===== config.mk =====
export PLATFORM = sky130hd
export DESIGN_NAME = wb_slice
export DESIGN_NICKNAME = d
export VERILOG_FILES = /design/src/rtl/wb_slice.sv
export SDC_FILE = /design/constraint.sdc
export NUM_CORES = 1
export LEC_CHECK = 0
export BUFFER_PORTS_ARGS = -buffer_cell sky130_fd_sc_hd__buf_2
export CORE_AREA = 2 2 92 117
export CTS_CLUSTER_DIAMETER = 30
export CTS_CLUSTER_SIZE = 8
export DETAILED_ROUTE_END_ITERATION = 10
export DIE_AREA = 0 0 94 119
export GPL_TIMING_DRIVEN = 1
export HOLD_SLACK_MARGIN = 0.02
export SYNTH_ARGS = -nofsm -noshare
export SYNTH_HDL_FRONTEND = slang
export SYNTH_SLANG_ARGS = --single-unit

===== constraint.sdc =====
create_clock -name clk -period 4.64 [get_ports clk]
set_input_delay 0.696 -clock clk [delete_from_list [all_inputs] [get_ports clk]]
set_output_delay 0.696 -clock clk [all_outputs]
set_load 0.01 [all_outputs]

===== src/rtl/wb_slice.sv =====
// Writeback stage: holds the MEM-stage result, waits on variable-latency data
// memory, drives the register-file write port, raises RET redirects and counts retirements.
module wb_slice #(
  parameter int MEM_TIMEOUT = 15
) (
  input  logic        clk,
  input  logic        rst,
  input  logic        valid_in,
  input  logic [6:0]  WB_in,
  input  logic        MemRead_in,
  input  logic [15:0] alu_result,
  input  logic [15:0] mem_rdata,
  input  logic        mem_rvalid,
  input  logic        stall,
  input  logic        flush,
  output logic [3:0]  write_addr,
  output logic [15:0] write_data,
  output logic        RegWrite,
  output logic        wb_stall,
  output logic        ret_valid,
  output logic [15:0] ret_pc,
  output logic        mem_err,
  output logic [15:0] retired
);

  localparam int TW = (MEM_TIMEOUT > 1) ? $clog2(MEM_TIMEOUT) : 1;
  localparam logic [TW-1:0] TCNT_LAST = TW'(MEM_TIMEOUT - 1);
  localparam logic [15:0] TIMEOUT_DATA = 16'hDEAD;

  typedef enum logic {S_RUN, S_WAIT} state_t;

  state_t         r_state, w_state_nxt;
  logic [TW-1:0]  r_tcnt;
  logic           r_v, r_rw, r_ret, r_m2r, r_mrd, r_done;
  logic [3:0]     r_dst;
  logic [15:0]    r_alu;
  logic           r_mem_err;
  logic [15:0]    r_retired;

  logic           w_need_mem, w_commit, w_timeout, w_wb_stall, w_advance;
  logic [15:0]    w_mdata;

  // NOTE: every signal driven here gets a default first so no path leaves one unassigned (no latches).
  always_comb begin
    w_state_nxt = r_state;
    w_commit    = 1'b0;
    w_timeout   = 1'b0;
    w_wb_stall  = 1'b0;
    w_need_mem  = r_v & r_mrd;
    case (r_state)
      S_RUN: begin
        if (w_need_mem && !mem_rvalid) begin
          w_state_nxt = S_WAIT;
          w_wb_stall  = 1'b1;
        end else begin
          w_commit = r_v;
        end
      end
      S_WAIT: begin
        if (mem_rvalid) begin
          w_commit    = 1'b1;
          w_state_nxt = S_RUN;
        end else if (r_tcnt == TCNT_LAST) begin
          w_commit    = 1'b1;
          w_timeout   = 1'b1;
          w_state_nxt = S_RUN;
        end else begin
          w_wb_stall = 1'b1;
        end
      end
      default: w_state_nxt = S_RUN;
    endcase
  end

  assign w_advance = !stall && !w_wb_stall;
  assign w_mdata   = w_timeout ? TIMEOUT_DATA : mem_rdata;

  // NOTE: sequential state uses non-blocking assignments so all registers update together at the edge.
  always_ff @(posedge clk) begin
    if (rst) begin
      r_state   <= S_RUN;
      r_tcnt    <= '0;
      r_v       <= 1'b0;
      r_dst     <= '0;
      r_rw      <= 1'b0;
      r_ret     <= 1'b0;
      r_m2r     <= 1'b0;
      r_mrd     <= 1'b0;
      r_alu     <= '0;
      r_done    <= 1'b0;
      r_mem_err <= 1'b0;
      r_retired <= '0;
    end else begin
      r_state <= w_state_nxt;
      if (r_state == S_RUN)
        r_tcnt <= '0;
      else if (!w_commit)
        r_tcnt <= r_tcnt + TW'(1);

      if (w_timeout)
        r_mem_err <= 1'b1;

      // A stalled instruction re-commits every cycle; count it only once.
      if (w_commit && !r_done) begin
        r_retired <= r_retired + 16'd1;
        r_done    <= 1'b1;
      end

      if (w_advance) begin
        r_done <= 1'b0;
        if (flush) begin
          r_v   <= 1'b0;
          r_dst <= '0;
          r_rw  <= 1'b0;
          r_ret <= 1'b0;
          r_m2r <= 1'b0;
          r_mrd <= 1'b0;
          r_alu <= '0;
        end else begin
          r_v   <= valid_in;
          r_dst <= WB_in[6:3];
          r_rw  <= WB_in[2];
          r_ret <= WB_in[1];
          r_m2r <= WB_in[0];
          r_mrd <= MemRead_in;
          r_alu <= alu_result;
        end
      end
    end
  end

  assign write_addr = r_dst;
  assign write_data = r_m2r ? w_mdata : r_alu;
  assign RegWrite   = w_commit & r_rw;
  assign wb_stall   = w_wb_stall;
  assign ret_valid  = w_commit & r_ret;
  assign ret_pc     = ret_valid ? w_mdata : 16'h0000;
  assign mem_err    = r_mem_err;
  assign retired    = r_retired;

endmodule


### Word-level counts from Yosys, hierarchy flattened

Cells that the tools add are included.

* register bits after elaboration: 48
* latch bits: 0
* bits in writable memories: 0
* bits in read-only memories: 0
* output and inout bits: 56
* logic and storage cells: 48
* memories: 0

* add/sub/neg operators: 2
* $mul: 0
* divide/modulo/power cells: 0
* $lt $le $gt $ge: 0
* eq/ne operators: 1
* shift-type cells: 0
* muxes and demuxes: 20
* bitwise logic cells: 4
* reductions and logical operators: 9

Operators by type and width (number)
* $mux 16: 4
* $add 16x1->16 const B: 1
* $mux 1: 13
* $add 4x1->4 const B: 1
* $eq 4x4->1 const B: 1
* $logic_not 1->1: 4
* $mux 4: 1
* $pmux 1 s2: 2
* $reduce_or 2->1: 2
* $and 1x1->1: 3
* $logic_and 1x1->1: 3
* $not 1->1: 1

### Longest topological paths before layout

* word-level depth: 7
* depth in mapped cells: 8
* gate-level depth less buffers: 6

### Worst setup path after synthesis

No wires, ideal clock.

* kind: input port to output port
* from: in mem_rvalid
* to: out ret_pc[10]
* data arrival time: 1981 ps
* required time: 3944 ps
* slack: 1963 ps
* stages on the path: 5
* buffers on the path: 1
* cells stage by stage: and2b_2 > a211oi_1 > nand2_1 > buf_2 > nor2_1

* word-level cells in the longest chain between the ends: 6
* elaborated cells on any way between the ends: 10
* those cells by class: mux (7); bitwise (1); reduce/logical (2)

RTL lines
* from (decl): line 13 `input logic mem_rvalid,`
* $logic_not 1->1: line 52 `if (w_need_mem && !mem_rvalid) begin`
* $logic_and 1x1->1: line 52
* $mux 1: line 52
* $pmux 1 s2: line 50 `case (r_state)`
* $and 1x1->1: line 136 `assign ret_valid = w_commit & r_ret;`
* $mux 16 (*): line 137 `assign ret_pc = ret_valid ? w_mdata : 16'h0000;`
* to (decl): line 21 `output logic [15:0] ret_pc,`

Mark *: on every way between the ends. The rest lies on a longest branch, timed or not.

### Worst setup path after layout

* from: reg r_tcnt[0]
* to: out ret_pc[1]

* word-level cells in the longest chain between the ends: 6
* elaborated cells on any way between the ends: 9
* those cells by class: eq/ne (1); mux (7); bitwise (1)

RTL lines
* from (decl): line 33 `logic [TW-1:0] r_tcnt;`
* from (signal assigned): line 98 `r_tcnt <= r_tcnt + TW'(1);`
* $eq 4x4->1 (*): line 63 `end else if (r_tcnt == TCNT_LAST) begin`
* $mux 1 (*): line 63
* $mux 1: line 60 `if (mem_rvalid) begin`
* $pmux 1 s2 / $mux 1 (equally long branches): line 50
* $and 1x1->1 / $mux 16 (equally long branches): line 136, 76
* $mux 16 (*): line 137

Marked as above.

==> reports/results.md <==
Status
• run status: complete, no violations

CTS
• clock latency of the later-clocked register in the worst-skew pair: 0.29 ns
• total number of clock tree sinks: 48
• H-Tree Depth: 2
• clock slew at reported path FFs: 0.06 ns
• buffer cell driving the clock tree root: sky130_fd_sc_hd__clkbuf_16
• buffers from clock root to sink, at most: 2
• number of CTS-inserted buffers: 5
• CTS tree: done
• CTS resizes: 0
• Hold-fix buffers, CTS: 0
• number of buffers inserted by post-CTS setup repair: 0

Pwr
• Pwr per Cell Area: 288.6 mW/mm^2
• standby leakage power: 1.349 nW
• IR Drop Worst-Case VDD: 0.1727 mV

Critical path
• startpoint of the most critical setup path: r_tcnt[0]
• worst stage delay on the critical path: 0.61 ns
• arrival time at the worst endpoint: 2.60 ns
• nature of the critical path startpoint: register
• critical-path cell with the highest stage delay: sky130_fd_sc_hd__a211oi_1
• worst reg-to-reg setup slack: 2.34 ns
• cell class contributing the biggest share of worst-path delay: simple AND/OR/NAND/NOR gates
• Required @ worst endpoint: 3.94 ns
• capturing instance or port of the critical path: ret_pc[1]
• critical path fanouts, max: 17
• Worst Setup End Kind: output pin
• FF-to-FF End: r_alu[11]
• cell depth of the worst flop-to-flop path: 6
• Worst Setup Path Type: reg2out
• start of the worst register-to-register path: r_tcnt[0]
• number of cells on the critical path: 7
• worst path cell trace: inv_1 -> ha_1 -> nand3_1 -> a211oi_1 -> nand2_1 -> nor2_1 -> buf_2
• sum of buffers and inverters on the critical path: 2

Synth
• share of synthesized area occupied by flip-flops and latches: 0.3895
• count of warnings emitted by yosys: 0
• count of mapped cells out of synthesis: 323
• Mapped Area: 0.002467 sq mm
• Synth cell types: 38
• number of flip-flops and latches in the synthesized netlist: 48
• average cell area after synthesis: 7.639 sq um
• syn_nets: 372

Timing
• smallest hold slack: 0.4495 ns
• final setup violation count: 0
• final worst slack: 1.342 ns
• slew at the pin closest to its max-slew limit: 1.073 ns
• Pins Over Slew Limit: 0
• post-route setup TNS: 0 ns
• post-route clock skew: 0.005750 ns
• final period utilization: 0.7109
• Fmax: 303.2 MHz
• number of hold violations in the final report: 0
• worst rel slew slack: 0.2826
• Period minus WS final: 3.298 ns
• RSZ-0062 raised after global routing: false

Route
• Via Count: 2508
• average detailed-routed wire length per instance: 12.86 um
• via density per instance: 4.627
• number of antenna-violating nets in the routed design: 0
• # DRC: 0
• Routed Wire Length: 6.971 mm
• first-iteration detailed-routing DRC count: 65
• length of the first detailed-routing pass in iterations: 6

Global routing
• maximum number of pins on one net before global-route repair: 49
• first-pass GRT wire length: 10.83 mm
• Total Routing Usage GR: 0.1208
• antenna violations before repair: 0
• number of global-route vias before repair: 2229
• Overflow after GRT: 0

Floorplan
• number of placement rows: 42
• Chip Width: 94 um
• Die Footprint: 0.01119 sq mm
• Die Span Y: 119 um
• total I/O pin count: 102
• starting utilization of the core area: 0.2408
• core outline area: 0.01025 sq mm

Place
• final estimated routing congestion in global placement: 0.7774
• post-detail-place hpwl: 5.068 mm
• count of port buffers added during placement: 101
• Worst Setup Slack post-DPL: 1.358 ns

Finish
• area growth from synthesis to layout: 30.02%
• most frequent cells in the layout: 101 x sky130_fd_sc_hd__buf_2, 51 x sky130_fd_sc_hd__a21oi_1, 49 x sky130_fd_sc_hd__nor2_1
• Inserted Diodes: 0
• share of post-route cells with drive strength above 1: 0.3000
• final-stage net count: 458
• leading cell type in the layout, fill and taps excluded: sky130_fd_sc_hd__buf_2
• filler cell count in the final layout: 1137

Job
• max-cap violation count: 0

Min path
• kind of path behind the tightest hold check: reg2reg

==> Yosys cell counts <==
master / n / share of area
sky130_fd_sc_hd__ha_1: 3 / 0.015
sky130_fd_sc_hd__dfxtp_1: 48 / 0.39
sky130_fd_sc_hd__a211o_1: 2 / 0.0071
sky130_fd_sc_hd__nor4_1: 2 / 0.0051
sky130_fd_sc_hd__and2b_2: 1 / 0.0036
sky130_fd_sc_hd__xor2_1: 1 / 0.0036
sky130_fd_sc_hd__or4_1: 9 / 0.027
sky130_fd_sc_hd__o21ai_0: 11 / 0.022
sky130_fd_sc_hd__nor3b_1: 1 / 0.0030
sky130_fd_sc_hd__or4b_4: 1 / 0.0056
sky130_fd_sc_hd__a21oi_1: 51 / 0.10
sky130_fd_sc_hd__nor2_1: 49 / 0.075
sky130_fd_sc_hd__or2_2: 2 / 0.0051
sky130_fd_sc_hd__mux2_2: 3 / 0.014
sky130_fd_sc_hd__nand3_1: 10 / 0.020
sky130_fd_sc_hd__nor4b_2: 1 / 0.0061
sky130_fd_sc_hd__o31ai_1: 11 / 0.033
sky130_fd_sc_hd__nand3b_1: 26 / 0.079
sky130_fd_sc_hd__nor4bb_1: 1 / 0.0041
sky130_fd_sc_hd__nand2_1: 37 / 0.056
sky130_fd_sc_hd__or4_4: 1 / 0.0046
sky130_fd_sc_hd__nand2b_1: 2 / 0.0051
sky130_fd_sc_hd__buf_6: 1 / 0.0046
sky130_fd_sc_hd__nor2b_1: 4 / 0.010
sky130_fd_sc_hd__and2_1: 1 / 0.0025
sky130_fd_sc_hd__or3_1: 4 / 0.010
sky130_fd_sc_hd__and3_2: 1 / 0.0030
sky130_fd_sc_hd__a211oi_2: 1 / 0.0051
sky130_fd_sc_hd__or4_2: 1 / 0.0036
sky130_fd_sc_hd__buf_2: 4 / 0.0081
sky130_fd_sc_hd__nand4_2: 1 / 0.0051
sky130_fd_sc_hd__and2b_1: 1 / 0.0030
sky130_fd_sc_hd__a211oi_1: 2 / 0.0061
sky130_fd_sc_hd__buf_4: 2 / 0.0061
sky130_fd_sc_hd__dlygate4sd3_1: 1 / 0.0041
sky130_fd_sc_hd__clkbuf_1: 15 / 0.023
sky130_fd_sc_hd__inv_1: 10 / 0.015
sky130_fd_sc_hd__nand4_1: 1 / 0.0025
==> cells by family after synthesis <==
| group | count (synthesis) | share of synthesized area |
|---|---|---|
| AO/OA/AOI/OAI | 78 | 0.1775 |
| XOR/XNOR | 1 | 0.003550 |
| adder cells (fa/ha/maj) | 3 | 0.01521 |
| buffers and inverters | 33 | 0.06085 |
| flip-flops | 48 | 0.3895 |
| multiplexers | 3 | 0.01369 |
| AND/OR/NAND/NOR | 157 | 0.3398 |
==> where the power goes <==
group	leakage (nW)	internal [mW]	switching (mW)
Clock	0.0798	0.253	0.155
Sequential	0.389	0.421	0.00737
Combinational	0.880	0.0387	0.0503
Total	1.35	0.713	0.213
==> per-layer routing <==
metal	up-vias	wire (um)	track usage
met3	4	378	0.02214
met1	1141	3046	0.1419
met2	70	3496	0.2188
li1	1293	-	-
met5	-	0	0
met4	0	49	0.03714
==> worst min path at each step <==
stage	end	slack, ns	depth (start not counted)	from
final	r_alu[10]	0.45	2	r_alu[10]
after global routing	write_addr[2]	0.47	2	write_addr[2]
after floorplan	r_rw	0.43	2	r_rw
after global placement	write_addr[2]	0.44	2	write_addr[2]
after detailed placement	r_rw	0.44	2	r_rw
after CTS	r_alu[3]	0.45	2	r_alu[3]
==> area by class of cell <==
type	instances	area (sq um)	area share
repair buffers	102	513.0	0.1599
multi-input cells	242	1364	0.4251
inverters	10	37.54	0.01170
clock buffers	5	125.1	0.03900
clock inverters	3	42.54	0.01326
flip-flops and latches	48	960.9	0.2995
well taps	132	165.2	0.05148
==> per-stage QoR <==
step | instances | utilization | cell area, sq um | power [mW]
2_1_floorplan | 323 | - | 2467 | 0.4862
3_3_place_gp | 534 | 0.2967 | 3040 | 0.5265
3_5_place_dp | 534 | 0.2967 | 3040 | 0.5277
4_1_cts | 542 | 0.3131 | 3208 | 0.9412
5_1_grt | 542 | 0.3131 | 3208 | 0.9704
6_report | 542 | 0.3131 | 3208 | 0.9258
==> sequential cells by signal, summed over array words and instances, names as in the netlist <==
name and count:
mem_err 1, r_alu 16, r_done 1, r_m2r 1, r_mrd 1, r_ret 1, r_rw 1, r_state 1
r_tcnt 4, r_v 1, retired 16, write_addr 4
==> worst reg2reg max path: cells and delay by family (launching register included) <==
kind | cells | cell delay [ns]
compound gates | 2 | 1.17
simple gates | 2 | 0.50
buf+inv | 1 | 0.07
fa+ha+maj | 1 | 0.16
flops | 1 | 0.34
Power figures use the tool's default switching activity.
